==> src/rtl/serial_subtractor.sv <==
// rtl/serial_subtractor.sv - bit-serial W-bit subtractor (diff = a - b, LSB first) with valid/ready handshakes
module serial_subtractor #(
    parameter int W = 8
) (
    input  logic         clk,
    input  logic         rst,
    input  logic         in_valid,
    output logic         in_ready,
    input  logic [W-1:0] a,
    input  logic [W-1:0] b,
    output logic         out_valid,
    input  logic         out_ready,
    output logic [W-1:0] diff,
    output logic         borrow_out
);

    localparam int CW = ($clog2(W + 1) < 1) ? 1 : $clog2(W + 1);

    typedef enum logic [1:0] {
        IDLE = 2'd0,
        RUN  = 2'd1,
        DONE = 2'd2
    } state_t;

    state_t        state, state_next;
    logic [W-1:0]  sa, sb, res, res_next;
    logic          br, br_next, d;
    logic [CW-1:0] count;
    logic          last;

    assign d       = sa[0] ^ sb[0] ^ br;
    assign br_next = (~sa[0] & sb[0]) | (~(sa[0] ^ sb[0]) & br);
    assign last    = (count == CW'(W - 1));

    // The result fills from the top so that after W shifts bit 0 holds the LSB.
    generate
        if (W == 1) begin : g_res_w1
            assign res_next = d;
        end else begin : g_res_wn
            assign res_next = {d, res[W-1:1]};
        end
    endgenerate

    assign in_ready  = (state == IDLE);
    assign out_valid = (state == DONE);

    always_ff @(posedge clk or posedge rst) begin
        if (rst) begin
            state <= IDLE;
        end else begin
            state <= state_next;
        end
    end

    always_comb begin
        state_next = state;
        case (state)
            IDLE:    if (in_valid) state_next = RUN;
            RUN:     if (last) state_next = DONE;
            DONE:    if (out_ready) state_next = IDLE;
            default: state_next = IDLE;
        endcase
    end

    always_ff @(posedge clk or posedge rst) begin
        if (rst) begin
            sa         <= '0;
            sb         <= '0;
            res        <= '0;
            br         <= 1'b0;
            count      <= '0;
            diff       <= '0;
            borrow_out <= 1'b0;
        end else begin
            case (state)
                IDLE: begin
                    if (in_valid) begin
                        sa    <= a;
                        sb    <= b;
                        res   <= '0;
                        br    <= 1'b0;
                        count <= '0;
                    end
                end
                RUN: begin
                    sa    <= sa >> 1;
                    sb    <= sb >> 1;
                    res   <= res_next;
                    br    <= br_next;
                    count <= count + 1'b1;
                    // Outputs update only on completion so they stay stable outside DONE.
                    if (last) begin
                        diff       <= res_next;
                        borrow_out <= br_next;
                    end
                end
                default: ;
            endcase
        end
    end

endmodule

==> config.mk <==
export PLATFORM = sky130hd
export DESIGN_NAME = serial_subtractor
export DESIGN_NICKNAME = d
export VERILOG_FILES = /design/src/rtl/serial_subtractor.sv
export SDC_FILE = /design/constraint.sdc
export NUM_CORES = 1
export LEC_CHECK = 0
export CAP_MARGIN = 25
export CORE_MARGIN = 2
export CORE_UTILIZATION = 40
export DETAILED_ROUTE_END_ITERATION = 16
export SLEW_MARGIN = 20
export SYNTH_ARGS = -nofsm -noshare
export SYNTH_HDL_FRONTEND = slang
export SYNTH_SLANG_ARGS = --single-unit
==> constraint.sdc <==
create_clock -name clk -period 2.4 [get_ports clk]
set_input_delay 0.48 -clock clk [delete_from_list [all_inputs] [get_ports clk]]
set_output_delay 0.48 -clock clk [all_outputs]
set_load 0.1 [all_outputs]
==> insert_results.sql <==
INSERT INTO impl_metrics (metric_group, metric, value, unit) VALUES
('run_status', 'run_status', 'completed', ''),
('global_routing', 'first_global_vias', '1295', ''),
('yosys', 'yosysSeqAreaShare', '56.9', '%'),
('critical_path', 'critPathKind', 'flip-flop to primary output', ''),
('finish', 'layout.filler_cells', '355', ''),
('clock_network', 'cts_resized', '0', ''),
('detailed_routing', 'detail-route-antenna-nets', '0', ''),
('power', 'power.switching_fraction', '45.0', '%'),
('yosys', 'yosysWarnings', '0', ''),
('critical_path', 'critical_path.max_fanout', '34', ''),
('floorplan', 'floorplan_die_height', '69.5', 'um'),
('sta', 'finalSetupViolations', '0', ''),
('sta', 'fin_tns_setup', '0', 'ns'),
('yosys', 'netlist_top_cells_area', 'sky130_fd_sc_hd__dfrtp_1 (57%), sky130_fd_sc_hd__and3b_1 (6.1%), sky130_fd_sc_hd__a22o_1 (4.6%)', ''),
('yosys', 'synthesis.instances', '150', ''),
('global_routing', 'grt_max_degree', '40', ''),
('sta', 'final.setup.worst_slack', '0.539', 'ns'),
('detailed_routing', 'detail_routed_net_length_per_standard_cell', '14.5', 'um'),
('place', 'place.gp.congestion', '0.734', ''),
('place', 'buffers_on_ports', '30', ''),
('sta', 'worstMarginPinSlew', '0.559', 'ns'),
('clock_network', 'clk_latency', '0.29', 'ns'),
('power', 'cellInternalPower', '1.58', 'mW'),
('place', 'placement.setup.worst_slack', '0.382', 'ns'),
('finish', 'finish.cell_count_without_fillers', '234', ''),
('floorplan', 'pin_count', '31', ''),
('critical_path', 'worstSetupEndpointType', 'primary output', ''),
('finish', 'design.final.nets', '205', ''),
('power', 'power_switching', '1.29', 'mW'),
('clock_network', 'cts_sinks', '39', ''),
('floorplan', 'die_width', '69.5', 'um'),
('critical_path', 'timing.critical_path.slowest_stage_cell', 'sky130_fd_sc_hd__dfrtp_1', ''),
('global_routing', 'globalRouteOverflowTotal', '0', ''),
('finish', 'post_route_cells_drive_above_1_share', '19.0', '%'),
('place', 'dpl.hpwl', '2340', 'um'),
('clock_network', 'cts_tree', 'done', ''),
('critical_path', 'cp_num_buf_inv', '2', ''),
('detailed_routing', 'drc', '0', ''),
('clock_network', 'cts_root_buffer', 'sky130_fd_sc_hd__clkbuf_8', ''),
('yosys', 'mean_instance_size_in_the_synthesized_netlist', '11.4', 'um^2'),
('yosys', 'synth_area_leader_cell', 'sky130_fd_sc_hd__dfrtp_1', ''),
('power', 'pwr-share-comb', '47.3', '%'),
('sta', 'fin_crit_sh', '77.5', '%'),
('clock_network', 'cts_buffers', '5', ''),
('power', 'cellLeakagePower', '1.03', 'nW'),
('critical_path', 'timing.critical_path.slowest_cell_delay', '0.41', 'ns'),
('finish', 'postLayoutCellArea', '2160', 'um^2'),
('detailed_routing', 'drt-vias-per-instance', '5.26', ''),
('global_routing', 'grt_usage', '15.6', '%'),
('floorplan', 'placeable_core_region', '4060', 'um^2'),
('flow_run', 'drv.max_cap_violation_count', '0', ''),
('sta', 'hold_viol', '0', ''),
('yosys', 'post_synthesis_net_count', '172', ''),
('sta', 'finClkSkew', '0.00471', 'ns'),
('detailed_routing', 'detailedRoute.firstPassIterationCount', '4', ''),
('global_routing', 'grt_antenna_before_repair', '0', ''),
('power', 'power.density', '1330', 'nW/um^2'),
('sta', 'fmax', '537', 'MHz'),
('clock_network', 'number_of_setup_buffers_added_after_cts', '0', ''),
('floorplan', 'placement_rows', '23', ''),
('floorplan', 'dieArea', '4830', 'um^2'),
('place', 'postPlaceCellArea', '2080', 'um^2'),
('finish', 'syn_to_final_growth', '25.9', '%'),
('detailed_routing', 'routed-via-count', '1231', ''),
('sta', 'grt_setup_unrepaired', 'no', ''),
('sta', 'slew-limit-headroom', '62.6', '%'),
('clock_network', 'cts.reportedPaths.clkPinSlew', '0.07', 'ns'),
('yosys', 'total_of_flip_flops_plus_latches_after_synthesis', '39', ''),
('clock_network', 'ctsHtreeMaxLevel', '2', ''),
('finish', 'antenna-diode-count', '0', ''),
('critical_path', 'crit_chain', 'buf_4 > nor2_2 > buf_12', '');
## cells by family after synthesis
logic type      synth area share [%]
compound gates                  17.2
fa+ha+maj                       1.89
buf+inv                         4.08
flops                           56.9
mux                             6.41
simple gates                    13.6
## path summary, 6_finish.rpt
path / cells past startpoint / slack [ns] / from / end
worst min register to register: 2 / 0.49 / sb[6] / sb[6]
worst max register to register: 4 / 0.68 / count[0] / diff[3]
max in group asynchronous: 3 / 1.45 / rst / diff[2]
worst max-delay path: 3 / 0.54 / state[0] / in_ready
min in group asynchronous: 3 / 0.60 / rst / borrow_out
worst min-delay path: 2 / 0.49 / sb[6] / sb[6]
## synth_stat cells (all sizes together)
master,number
dfrtp,39
nand2,16
o21ai,14
a21oi,13
and3b,12
a22o,9
mux2,8
buf,6
inv,6
clkbuf,4
nor2b,3
a22oi,2
a32o,2
mux2i,2
nand2b,2
nor2,2
o22ai,2
a21o,1
a31oi,1
a41oi,1
fa,1
ha,1
nand3,1
nor3,1
o21bai,1
## placed cells by master, fill, tap and decap left out, types with 6 or more instances in the layout
master                            instances
sky130_fd_sc_hd__buf_4                   15
sky130_fd_sc_hd__nand2_1                 16
sky130_fd_sc_hd__and3b_1                 12
sky130_fd_sc_hd__inv_1                    6
sky130_fd_sc_hd__clkdlybuf4s50_1         19
sky130_fd_sc_hd__a22o_1                   9
sky130_fd_sc_hd__dfrtp_1                 39
sky130_fd_sc_hd__a21oi_1                 13
sky130_fd_sc_hd__mux2_2                   7
sky130_fd_sc_hd__o21ai_0                 14
## worst min-delay path, cell delays in order (launching register included)
cell	delay, ns
sky130_fd_sc_hd__dfrtp_1	0.35
sky130_fd_sc_hd__nand2_1	0.05
sky130_fd_sc_hd__o21ai_0	0.06
## per-stage QoR
step	utilization, %	power [mW]	hold WS [ns]
2_1_floorplan	-	2.14	0.450
6_report	53.3	2.88	0.486
3_3_place_gp	51.2	2.44	0.464
4_1_cts	53.3	2.91	0.489
3_5_place_dp	51.2	2.48	0.473
5_1_grt	53.3	3.07	0.518
## flip-flops by register name (all words and copies together) (netlist names)
signal      cells
res             7
sb              8
sa              8
state           2
diff            8
count           4
borrow_out      1
br              1
## power by group through the flow
stage          combinational, mW  clock, mW  sequential (mW)
2_1_floorplan              0.598          0             1.54
3_3_place_gp                1.34          0             1.10
3_5_place_dp                1.37          0             1.11
4_1_cts                     1.38      0.435             1.10
5_1_grt                     1.46      0.474             1.13
6_report                    1.36      0.418             1.10
## per-layer routing
metal  GRT usage [%]  up-vias  part of all wire [%]  wire, um
met4            6.54        0                   1.2        40
met5               0        -                     0         0
met1            19.4      596                    45      1520
li1                -      601                     -         -
met3            6.10        5                   5.1       174
met2            24.4       29                    49      1650
## final cells by class
cell class	instances	area [um^2]	area share, %
repair buffers	36	343	15.9
multi-input cells	95	676	31.3
inverters	6	22.5	1.04
clock buffers	7	76.3	3.53
flip-flops and latches	39	976	45.2
well taps	50	62.6	2.90
clock inverters	1	5.00	0.232
(Power assumes the default switching activity.)
